==> config.mk <==
export PLATFORM = sky130hd
export DESIGN_NAME = gray_seq_ctrl_flat
export DESIGN_NICKNAME = d
export VERILOG_FILES = /design/src/rtl/gray_seq_ctrl_pkg.sv /design/src/rtl/gray_seq_ctrl_if.sv /design/src/rtl/gray_seq_ctrl_count.sv /design/src/rtl/gray_seq_ctrl.sv /design/src/flat_wrapper.sv
export SDC_FILE = /design/constraint.sdc
export NUM_CORES = 1
export LEC_CHECK = 0
export CORE_UTILIZATION = 45
export CTS_CLUSTER_DIAMETER = 50
export DETAILED_ROUTE_END_ITERATION = 8
export GPL_ROUTABILITY_DRIVEN = 0
export PLACE_DENSITY = 0.77
export SYNTH_ARGS = -nofsm -noshare
export SYNTH_HDL_FRONTEND = slang
export SYNTH_SLANG_ARGS = --single-unit
==> constraint.sdc <==
create_clock -name clk -period 2.45 [get_ports clk]
set_clock_uncertainty 0.05 [all_clocks]
set_input_delay 0.49 -clock clk [delete_from_list [all_inputs] [get_ports clk]]
set_output_delay 0.49 -clock clk [all_outputs]
set_load 0.1 [all_outputs]
==> src/rtl/gray_seq_ctrl_pkg.sv <==
// gray_seq_ctrl_pkg: shared state encodings, direction codes and default width for the Gray sequencer
package gray_seq_ctrl_pkg;
  localparam int DEF_WIDTH = 3;
  localparam logic [2:0] S_IDLE  = 3'd0;
  localparam logic [2:0] S_RUN   = 3'd1;
  localparam logic [2:0] S_PAUSE = 3'd2;
  localparam logic [2:0] S_STEP  = 3'd3;
  localparam logic [2:0] S_DONE  = 3'd4;
  localparam logic DIR_UP = 1'b0;
  localparam logic DIR_DN = 1'b1;
endpackage

==> src/rtl/gray_seq_ctrl_if.sv <==
// gray_seq_ctrl_if: command/status bundle; master issues start/stop/single_step/dir/target, slave reports busy/done/aborted/wrap/state/position
interface gray_seq_ctrl_if
  import gray_seq_ctrl_pkg::*;
#(
  parameter int WIDTH = DEF_WIDTH
);
  logic             start;
  logic             stop;
  logic             single_step;
  logic             dir;
  logic [WIDTH-1:0] target;
  logic             busy;
  logic             done;
  logic             aborted;
  logic             wrap;
  logic [2:0]       state_o;
  logic [WIDTH-1:0] pos_bin;
  logic [WIDTH-1:0] pos_gray;
  modport master (
    output start, stop, single_step, dir, target,
    input  busy, done, aborted, wrap, state_o, pos_bin, pos_gray
  );
  modport slave (
    input  start, stop, single_step, dir, target,
    output busy, done, aborted, wrap, state_o, pos_bin, pos_gray
  );
endinterface

==> src/rtl/gray_seq_ctrl_count.sv <==
// gray_count_core: modular up/down position register with wrap pulse and Gray encode
// ports: clk, reset (async high), en_i step enable, dir_i 0=up 1=down,
//        pos_bin_o binary position, pos_gray_o Gray position, wrap_o pulse when the last step crossed max<->0
module gray_count_core
  import gray_seq_ctrl_pkg::*;
#(
  parameter int WIDTH = DEF_WIDTH
) (
  input  logic             clk,
  input  logic             reset,
  input  logic             en_i,
  input  logic             dir_i,
  output logic [WIDTH-1:0] pos_bin_o,
  output logic [WIDTH-1:0] pos_gray_o,
  output logic             wrap_o
);
  localparam logic [WIDTH-1:0] ONE = WIDTH'(1);
  logic [WIDTH-1:0] pos_q, pos_d;
  logic             wrap_q, wrap_d;
  always_comb begin
    pos_d  = en_i ? (dir_i == DIR_DN ? pos_q - ONE : pos_q + ONE) : pos_q;
    wrap_d = en_i & (dir_i == DIR_DN ? pos_q == '0 : pos_q == '1);
  end
  always_ff @(posedge clk or posedge reset) begin
    if (reset) begin
      pos_q  <= '0;
      wrap_q <= 1'b0;
    end else begin
      pos_q  <= pos_d;
      wrap_q <= wrap_d;
    end
  end
  assign pos_bin_o  = pos_q;
  assign pos_gray_o = pos_q ^ (pos_q >> 1);
  assign wrap_o     = wrap_q;
endmodule

==> src/rtl/gray_seq_ctrl.sv <==
// gray_seq_ctrl: run/pause/step sequencer driving a Gray position counter to a latched target
// ports: clk, reset (async high), bus (slave): start/stop/single_step/dir/target commands in,
//        busy/done/aborted/wrap/state_o/pos_bin/pos_gray status out
module gray_seq_ctrl
  import gray_seq_ctrl_pkg::*;
#(
  parameter int WIDTH = DEF_WIDTH
) (
  input  logic           clk,
  input  logic           reset,
  gray_seq_ctrl_if.slave bus
);
  localparam logic [WIDTH-1:0] ONE = WIDTH'(1);
  logic [2:0]       state_q, state_d;
  logic             dir_q, dir_d;
  logic [WIDTH-1:0] tgt_q, tgt_d;
  logic             done_q, aborted_q;
  logic             en, wrap;
  logic [WIDTH-1:0] pos, gray, nxt;
  gray_count_core #(.WIDTH(WIDTH)) u_core (
    .clk        (clk),
    .reset      (reset),
    .en_i       (en),
    .dir_i      (dir_q),
    .pos_bin_o  (pos),
    .pos_gray_o (gray),
    .wrap_o     (wrap)
  );
  // target is compared against the value the core will hold after this edge
  assign nxt = dir_q == DIR_DN ? pos - ONE : pos + ONE;
  always_comb begin
    state_d = state_q;
    dir_d   = dir_q;
    tgt_d   = tgt_q;
    en      = 1'b0;
    case (state_q)
      S_IDLE: begin
        if (bus.start) begin
          dir_d   = bus.dir;
          tgt_d   = bus.target;
          state_d = bus.target == pos ? S_DONE : S_RUN;
        end else if (bus.single_step) begin
          dir_d   = bus.dir;
          state_d = S_STEP;
        end
      end
      S_RUN: begin
        en      = ~bus.stop;
        state_d = bus.stop ? S_PAUSE : nxt == tgt_q ? S_DONE : S_RUN;
      end
      S_PAUSE: state_d = bus.stop ? S_IDLE : bus.start ? S_RUN : S_PAUSE;
      S_STEP: begin
        en      = 1'b1;
        state_d = S_DONE;
      end
      default: state_d = S_IDLE;
    endcase
  end
  always_ff @(posedge clk or posedge reset) begin
    if (reset) begin
      state_q   <= S_IDLE;
      dir_q     <= DIR_UP;
      tgt_q     <= '0;
      done_q    <= 1'b0;
      aborted_q <= 1'b0;
    end else begin
      state_q   <= state_d;
      dir_q     <= dir_d;
      tgt_q     <= tgt_d;
      done_q    <= state_d == S_DONE;
      aborted_q <= state_q == S_PAUSE && bus.stop;
    end
  end
  assign bus.busy     = state_q != S_IDLE;
  assign bus.done     = done_q;
  assign bus.aborted  = aborted_q;
  assign bus.wrap     = wrap;
  assign bus.state_o  = state_q;
  assign bus.pos_bin  = pos;
  assign bus.pos_gray = gray;
endmodule

==> src/flat_wrapper.sv <==
// flat-port wrapper written by rule: the top's interface ports become plain ports
module gray_seq_ctrl_flat import gray_seq_ctrl_pkg::*;
#(
  parameter int WIDTH = DEF_WIDTH
)
  (clk, reset, bus_start, bus_stop, bus_single_step, bus_dir, bus_target, bus_busy, bus_done, bus_aborted, bus_wrap, bus_state_o, bus_pos_bin, bus_pos_gray);
  gray_seq_ctrl_if #(.WIDTH(WIDTH)) bus_i ();
  input  logic clk;
  input  logic reset;
  input wire logic [$bits(bus_i.start)-1:0] bus_start;
  input wire logic [$bits(bus_i.stop)-1:0] bus_stop;
  input wire logic [$bits(bus_i.single_step)-1:0] bus_single_step;
  input wire logic [$bits(bus_i.dir)-1:0] bus_dir;
  input wire logic [$bits(bus_i.target)-1:0] bus_target;
  output wire logic [$bits(bus_i.busy)-1:0] bus_busy;
  output wire logic [$bits(bus_i.done)-1:0] bus_done;
  output wire logic [$bits(bus_i.aborted)-1:0] bus_aborted;
  output wire logic [$bits(bus_i.wrap)-1:0] bus_wrap;
  output wire logic [$bits(bus_i.state_o)-1:0] bus_state_o;
  output wire logic [$bits(bus_i.pos_bin)-1:0] bus_pos_bin;
  output wire logic [$bits(bus_i.pos_gray)-1:0] bus_pos_gray;
  assign bus_i.start = bus_start;
  assign bus_i.stop = bus_stop;
  assign bus_i.single_step = bus_single_step;
  assign bus_i.dir = bus_dir;
  assign bus_i.target = bus_target;
  assign bus_busy = bus_i.busy;
  assign bus_done = bus_i.done;
  assign bus_aborted = bus_i.aborted;
  assign bus_wrap = bus_i.wrap;
  assign bus_state_o = bus_i.state_o;
  assign bus_pos_bin = bus_i.pos_bin;
  assign bus_pos_gray = bus_i.pos_gray;
  gray_seq_ctrl #(.WIDTH(WIDTH)) u_core (.clk(clk), .reset(reset), .bus(bus_i));
endmodule
==> results of run 1 <==
[metrics by stage]
step                      hold WS (ns)  std cells
after floorplan                  0.317         67
after global placement           0.465        100
after detailed placement         0.470        100
after CTS                        0.487        104
after global routing             0.500        104
final                            0.480        104
[cell type report]
type | instances | area, sq um
Fill cell | 139 | 554
Sequential cell | 13 | 329
Tap cell | 16 | 20.0
Inverter | 5 | 18.8
Multi-Input combinational cell | 45 | 385
Timing Repair Buffer | 21 | 190
Clock buffer | 4 | 26.3
[synthesized netlist by cell type]
| library cell | count |
|---|---|
| o22ai_1 | 3 |
| mux2_4 | 1 |
| mux2_2 | 4 |
| a221o_1 | 1 |
| a22oi_1 | 1 |
| xor2_1 | 3 |
| nand2_1 | 2 |
| a21oi_1 | 2 |
| or3b_1 | 1 |
| clkbuf_2 | 1 |
| buf_4 | 1 |
| nand4_1 | 1 |
| or3_1 | 1 |
| nor2_1 | 4 |
| nor4_1 | 1 |
| mux2i_1 | 1 |
| a21oi_2 | 1 |
| ha_1 | 2 |
| nand3b_1 | 2 |
| inv_1 | 5 |
| nor2_2 | 1 |
| dfrtp_1 | 13 |
| buf_2 | 1 |
| nor3_1 | 1 |
| buf_6 | 1 |
| fa_1 | 1 |
| xnor2_1 | 8 |
| nor2_4 | 1 |
| nor2b_1 | 1 |
| nand2b_1 | 1 |
[flip-flops by register name (all words and copies together), names as in the netlist]
register                 cells
u_core.bus.state_o           3
u_core.u_core.wrap_o         1
u_core.dir_q                 1
u_core.bus.done              1
u_core.tgt_q                 3
u_core.bus.aborted           1
u_core.u_core.pos_bin_o      3
[worst paths after layout]
path,to,cells past startpoint
min in group clk,u_core.tgt_q[2],1
max reg2reg,u_core.bus.state_o[0],5
max,bus_busy,2
max in group asynchronous,u_core.u_core.pos_bin_o[1],2
min,u_core.tgt_q[2],2
min reg2reg,u_core.tgt_q[2],1
[worst max-delay path, cell delays in order (launching register included)]
cell     delay, ns
dfrtp_1       0.46
or3_1         0.52
buf_4         0.28
[logic make-up after synthesis]
| logic type | Yosys count | synth area share, % |
|---|---|---|
| DFF | 13 | 44.0 |
| xor gates and xnor gates | 11 | 13.0 |
| buffers and inverters | 9 | 6.43 |
| muxes | 6 | 9.47 |
| adders and majority gates | 3 | 6.09 |
| and+or+nand+nor | 17 | 13.5 |
| AOI/OAI and AO/OA | 8 | 7.45 |
[layer usage]
layer,vias to the layer above,part of all wire [%],global-route usage (%)
met5,-,0,0
met4,0,0.73,5.63
met3,2,5.1,6.47
met2,14,46,24.3
met1,236,48,21.2
li1,267,-,-
==> run_results.csv, run 1 <==
group,metric,value,unit
setup_path,timing.rr.start,"u_core.u_core.pos_bin_o[1]",
synth,yosysWarnings,0,
setup_path,startpoint_type,"flip-flop",
clock_tree,cts_made_buffers,3,
clock_tree,clkTransAtPathRegs,0.08,ns
synth,synth_area_leaders,"dfrtp_1 44%, xnor2_1 9.5%, mux2_2 6.1%",
setup_path,regToRegSetupSlack,0.51,ns
clock_tree,cts_setup_buffers,0,
global_routing,grt_first_pass_wirelength,2.11,mm
global_routing,antenna_found_initial,0,
clock_tree,clockBufferDepth,2,
detailed_routing,drt-wirelength-per-cell,11.8,microns
final_layout,drive_gt1_share,31.8,%
global_routing,grt_max_degree,14,
clock_tree,h-tree-depth,1,
synth,synth-seq-cells,13,
floorplanning,dieArea,1810,sq um
clock_tree,holdBufCountCts,0,
timing,fin_setup_tns,0,ns
floorplanning,core,1520,sq um
final_layout,nets,101,
timing,finalMaxSlewViolations,0,
worst_hold_path,min_path_type,"in -> async",
clock_tree,cts_root_buffer,"clkbuf_4",
setup_path,cp-startpoint,"u_core.bus.state_o[0]",
final_layout,areaGrowthSynthToFinish,31.1,%
clock_tree,clk-insertion-delay-late,0.28,ns
synth,yosysSeqAreaShare,44.0,%
setup_path,worstPathArrival,1.53,ns
final_layout,layout_commonest_cell,"buf_4",
floorplanning,initial_core_util,48.5,%
timing,max_slew_margin,67.0,%
detailed_routing,drc,0,
synth,syn_area,739,sq um
timing,fin_crit_sh,84.5,%
place,place.port_buffers,21,
setup_path,path_max_fanout,8,
final_layout,layout_common_cells,"12 x buf_4, 10 x dfrtp_1, 8 x xnor2_1, 8 x clkdlybuf4s50_1, 5 x inv_1",
clock_tree,cts.sinks,13,
detailed_routing,drtIter0Drc,5,
timing,setup_violations,0,
detailed_routing,routed_via_density,4.99,
place,hpwl,950,microns
setup_path,required,1.91,ns
floorplanning,fp.dieW,42.5,microns
place,placed_area,943,sq um
final_layout,antennaDiodeCount,0,
place,dp_slack,0.331,ns
clock_tree,cts_tree,"built",
synth,synth_nets,79,
global_routing,grt_pass1_vias,491,
global_routing,grt_use_total,16.2,%
global_routing,grt-ovfl-total,0,
synth,ys_types,30,
floorplanning,die_h,42.5,microns
timing,worst_pin_slew,0.495,ns
timing,rsz0062_at_grt,"no",
timing,setup_slack,0.379,ns
final_layout,design_area,970,sq um
clock_tree,cts_resized,0,
detailed_routing,via_count,519,
final_layout,final_util,63.6,%
timing,fin_crit,2.07,ns
flow_run,maxCapViolCount,0,
detailed_routing,ant_nets,0,
detailed_routing,finalWirelength,1.23,mm
synth,synth_top_area_cell,"dfrtp_1",
timing,hold_violations,0,
synth,synthCells,67,
synth,yosysTopAreaCellShare,44.0,%
floorplanning,io_pins,22,
setup_path,cp-end-kind,"primary output",
floorplanning,num_rows,14,
timing,fmax,483,MHz
synth,syn_avg_cell_area,11.0,sq um
setup_path,crit_type,"reg -> out",
detailed_routing,firstDrtPassIters,3,
outcome,status,"complete, no violations",
Power of run 1 is not shown: default switching activity piles up to over one toggle a cycle in this logic, so the estimate is an artifact.
==> run 2, diff against run 1 <==
--- a/config.mk
+++ b/config.mk
@@ -5,11 +5,11 @@
 export SDC_FILE = /design/constraint.sdc
 export NUM_CORES = 1
 export LEC_CHECK = 0
-export CORE_UTILIZATION = 45
+export CORE_UTILIZATION = 40
 export CTS_CLUSTER_DIAMETER = 50
 export DETAILED_ROUTE_END_ITERATION = 8
 export GPL_ROUTABILITY_DRIVEN = 0
-export PLACE_DENSITY = 0.77
+export PLACE_DENSITY = 0.72
 export SYNTH_ARGS = -nofsm -noshare
 export SYNTH_HDL_FRONTEND = slang
 export SYNTH_SLANG_ARGS = --single-unit
==> constraint.sdc (replaced) <==
create_clock -name clk -period 1.7 [get_ports clk]
set_clock_uncertainty 0.05 [all_clocks]
set_input_delay 0.34 -clock clk [delete_from_list [all_inputs] [get_ports clk]]
set_output_delay 0.34 -clock clk [all_outputs]
set_load 0.1 [all_outputs]
==> run 2 against run 1 <==
Against the previous run: design area rose by 32%; critical path depth rose by 3; the run now ends with setup timing left; die area rose by 12%; utilization rose by 11 points; flip-flop and latch count did not move; critical path type is now reg -> reg; hold slack got worse by 0.15 ns; register-to-register slack got worse by 0.60 ns; count of clock-buffer cells in the layout did not move; via count rose by 14%.
==> run_results.csv, run 2 (synthesis gave the netlist of run 1 again) <==
group,metric,value,unit
timing,max_slew_margin,67.6,%
clock_tree,cts_made_buffers,3,
final_layout,fillers,120,
detailed_routing,drtIter0Drc,16,
clock_tree,clkTransAtPathRegs,0.08,ns
floorplanning,io_pins,22,
floorplanning,die_h,45.0,microns
timing,finalMaxSlewViolations,0,
outcome,status,"finished, violations left",
setup_path,path_max_fanout,2,
clock_tree,cts_setup_buffers,0,
clock_tree,holdBufCountCts,0,
detailed_routing,ant_nets,0,
floorplanning,dieArea,2020,sq um
setup_path,cp-end-kind,"flip-flop",
global_routing,grt_use_total,21.6,%
detailed_routing,firstDrtPassIters,4,
global_routing,grt_first_pass_wirelength,2.88,mm
floorplanning,initial_core_util,42.8,%
clock_tree,cts_tree,"built",
clock_tree,cts.sinks,13,
setup_path,crit_type,"reg -> reg",
detailed_routing,via_count,591,
global_routing,grt-ovfl-total,0,
final_layout,antennaDiodeCount,0,
setup_path,worstPathArrival,1.90,ns
place,place.port_buffers,21,
timing,rsz0062_at_grt,"yes",
timing,fmax,559,MHz
detailed_routing,drt-wirelength-per-cell,14.6,microns
clock_tree,cts_root_buffer,"clkbuf_4",
global_routing,grt_pass1_vias,632,
clock_tree,clockBufferDepth,2,
final_layout,layout_commonest_cell,"buf_12",
global_routing,grt_max_degree,14,
timing,fin_crit,1.79,ns
detailed_routing,drc,0,
final_layout,nets,112,
outcome,violations,"setup timing",
final_layout,layout_common_cells,"13 x buf_12, 9 x buf_4, 8 x clkdlybuf4s50_1, 7 x dfrtp_1, 6 x xnor2_1",
timing,setup_slack,-0.0895,ns
final_layout,drive_gt1_share,52.5,%
timing,hold_ws,0.333,ns
floorplanning,core,1730,sq um
detailed_routing,finalWirelength,1.81,mm
final_layout,areaGrowthSynthToFinish,73.4,%
flow_run,maxCapViolCount,0,
detailed_routing,routed_via_density,4.77,
setup_path,required,1.81,ns
timing,hold_violations,0,
floorplanning,fp.dieW,45.0,microns
setup_path,startpoint_type,"flip-flop",
worst_hold_path,min_path_type,"in -> async",
timing,setup_violations,5,
timing,worst_pin_slew,0.485,ns
timing,fin_crit_sh,105,%
clock_tree,h-tree-depth,1,
place,hpwl,1.42,mm
clock_tree,clk-insertion-delay-late,0.27,ns
global_routing,antenna_found_initial,0,
floorplanning,num_rows,15,
==> run 2: cell type report <==
| cell class | instances | area, sq um | share of cell area, % |
|---|---|---|---|
| inverter | 5 | 18.8 | 1.46 |
| tap | 25 | 31.3 | 2.44 |
| timing repair buffer | 32 | 430 | 33.6 |
| clock buffer | 4 | 26.3 | 2.05 |
| multi-input combinational | 45 | 433 | 33.8 |
| sequential | 13 | 343 | 26.7 |
==> run 2: critical path: stages (launching register included) <==
cell	delay [ns]
dfrtp_4	0.49
fa_2	0.57
xor2_1	0.08
nor2_2	0.12
o22ai_1	0.09
a221o_1	0.30
==> run 2: path summary, 6_finish.rpt <==
check / start / end / slack (ns) / cells past startpoint
max in group asynchronous: reset / u_core.u_core.pos_bin_o[0] / 0.89 / 2
min in group clk: u_core.tgt_q[0] / u_core.tgt_q[0] / 0.48 / 1
min reg2reg: u_core.tgt_q[0] / u_core.tgt_q[0] / 0.48 / 1
max reg2reg: u_core.u_core.pos_bin_o[1] / u_core.bus.state_o[0] / -0.09 / 5
max: u_core.u_core.pos_bin_o[1] / u_core.bus.state_o[0] / -0.09 / 5
min: reset / u_core.bus.state_o[0] / 0.33 / 2
==> run 2: repair_timing <==
item                                    4_1_cts  5_1_grt
pin swaps                                     1        3
gates resized for setup                       5        4
cloned                                        0        0
endpoints found under the setup margin        7        6
==> run 2: metal layers <==
metal	GRT usage, %	vias to the layer above	routed length [microns]
met4	2.42	0	0
li1	-	285	-
met3	7.20	0	60
met5	0	-	0
met1	24.7	288	705
met2	40.0	18	1050
==> run 2: per-stage QoR <==
step	utilization [%]	setup slack [ns]	instances	setup TNS, ns	area [sq um]
after floorplan	-	-0.273	67	-1.64	818
after global placement	70.9	-0.110	120	-0.376	1220
after detailed placement	70.9	-0.137	120	-0.705	1220
after CTS	73.3	-0.0975	124	-0.439	1270
after global routing	74.3	-0.146	124	-0.553	1280
final	74.3	-0.0895	124	-0.265	1280
Power of run 2 is left out for the same reason.
==> run 3, diff against run 2 <==
--- a/config.mk
+++ b/config.mk
@@ -5,11 +5,11 @@
 export SDC_FILE = /design/constraint.sdc
 export NUM_CORES = 1
 export LEC_CHECK = 0
-export CORE_UTILIZATION = 40
+export CORE_UTILIZATION = 45
 export CTS_CLUSTER_DIAMETER = 50
 export DETAILED_ROUTE_END_ITERATION = 8
 export GPL_ROUTABILITY_DRIVEN = 0
-export PLACE_DENSITY = 0.72
+export PLACE_DENSITY = 0.77
 export SYNTH_ARGS = -nofsm -noshare
 export SYNTH_HDL_FRONTEND = slang
 export SYNTH_SLANG_ARGS = --single-unit
==> constraint.sdc (replaced) <==
create_clock -name clk -period 1.9 [get_ports clk]
set_clock_uncertainty 0.05 [all_clocks]
set_input_delay 0.38 -clock clk [delete_from_list [all_inputs] [get_ports clk]]
set_output_delay 0.38 -clock clk [all_outputs]
set_load 0.1 [all_outputs]
==> run 3 against run 2 <==
Against the previous run: the flow now finishes without violations; utilization increased by 6.8 points; non-clock buffer count decreased by 4; design area decreased by 3.7%; largest cell class unchanged; via count increased by 2.4%; final cell count decreased by 10%; count of clock-buffer cells in the layout unchanged.
==> run_results.csv, run 3 (synthesis gave the netlist of run 1 again) <==
group,metric,value,unit
clock_tree,clkTransAtPathRegs,0.08,ns
timing,worst_pin_slew,0.507,ns
timing,rsz0062_at_grt,"yes",
global_routing,antenna_found_initial,0,
detailed_routing,drc,0,
setup_path,slowest_stage,"fa_2",
place,placed_area,1170,sq um
detailed_routing,routed_via_density,5.45,
detailed_routing,via_count,605,
floorplanning,num_rows,14,
final_layout,drive_gt1_share,45.3,%
setup_path,crit_chain,"fa_2, xor2_1, nor2_2, a21oi_1, o22ai_1",
final_layout,areaGrowthSynthToFinish,67.0,%
global_routing,grt_pass1_vias,578,
timing,fin_crit,1.89,ns
timing,hold_violations,0,
global_routing,grt_use_total,20.2,%
setup_path,required,2.01,ns
place,place_inst,105,
floorplanning,dieArea,1810,sq um
setup_path,path_max_fanout,2,
clock_tree,cts_made_buffers,3,
final_layout,layout_commonest_cell,"buf_12",
detailed_routing,drt-wirelength-per-cell,14.7,microns
flow_run,maxCapViolCount,0,
timing,finalMaxSlewViolations,0,
floorplanning,die_h,42.5,microns
setup_path,path_delay_family,"adder cells",
timing,fmax,528,MHz
timing,hold_ws,0.369,ns
clock_tree,cts_root_buffer,"clkbuf_4",
final_layout,layout_common_cells,"13 x buf_12, 8 x clkdlybuf4s50_1, 7 x xnor2_1, 7 x dfrtp_1",
setup_path,startpoint_type,"flip-flop",
worst_hold_path,min_path_type,"in -> async",
final_layout,nets,108,
floorplanning,initial_core_util,48.5,%
timing,fin_crit_sh,99.7,%
setup_path,crit_buf_inv,0,
final_layout,design_area,1230,sq um
detailed_routing,drtIter0Drc,25,
final_layout,final_cells,111,
timing,max_slew_margin,66.2,%
outcome,status,"complete, no violations",
setup_path,worstPathArrival,2.00,ns
global_routing,grt-ovfl-total,0,
clock_tree,cts_tree,"built",
clock_tree,cts.sinks,13,
floorplanning,fp.dieW,42.5,microns
detailed_routing,ant_nets,0,
floorplanning,core,1520,sq um
timing,setup_violations,0,
clock_tree,h-tree-depth,1,
floorplanning,io_pins,22,
clock_tree,clockBufferDepth,2,
detailed_routing,firstDrtPassIters,4,
setup_path,slowest_delay,0.56,ns
final_layout,antennaDiodeCount,0,
place,hpwl,1.20,mm
place,place.port_buffers,21,
global_routing,grt_first_pass_wirelength,2.70,mm
global_routing,grt_max_degree,14,
setup_path,cp-end-kind,"flip-flop",
clock_tree,clk-insertion-delay-late,0.28,ns
final_layout,final_util,81.0,%
setup_path,crit_type,"reg -> reg",
detailed_routing,finalWirelength,1.63,mm
-- run 3: cell count changes in the layout (fill, tap and decap cells not counted), sizes merged --
cell  delta
buf      -4
-- run 3: layer usage --
metal / up-vias / GRT usage, % / wire length (microns)
li1: 282 / - / -
met1: 292 / 30.0 / 695
met2: 27 / 32.0 / 844
met3: 4 / 2.59 / 69
met4: 0 / 3.75 / 20
met5: - / 0 / 0
-- run 3: per-stage QoR --
stage                     setup WS, ns  setup TNS, ns
after global placement          0.0304              0
after detailed placement       -0.0163        -0.0163
final                          0.00644              0
after global routing           -0.0951         -0.204
after CTS                     0.000140              0
after floorplan                -0.0807         -0.153
-- run 3: repair_timing --
action                                 4_1_cts  5_1_grt
resized for setup                            1        4
buffers inserted                             0        2
endpoints found under the hold margin        0        0
hold buffers                                 0        0
setup endpoints to repair                    1        3
pin swaps                                    0        1
-- run 3: final timing paths --
path | start | to | slack (ns) | cells past startpoint
max | u_core.u_core.pos_bin_o[1] | u_core.bus.state_o[2] | 0.006 | 5
max in group asynchronous | reset | u_core.u_core.pos_bin_o[1] | 1.05 | 2
max reg2reg | u_core.u_core.pos_bin_o[1] | u_core.bus.state_o[2] | 0.006 | 5
min in group clk | u_core.tgt_q[2] | u_core.tgt_q[2] | 0.48 | 1
min reg2reg | u_core.tgt_q[2] | u_core.tgt_q[2] | 0.48 | 1
min | reset | u_core.bus.done | 0.37 | 2
-- run 3: final cells by class --
type                    count  area [sq um]
multi-input cells          45           423
clock buffers               4          26.3
inverters                   5          18.8
flip-flops and latches     13           343
fillers                    90           289
well taps                  16          20.0
repair buffers             28           404
Power of run 3 is left out for the same reason.
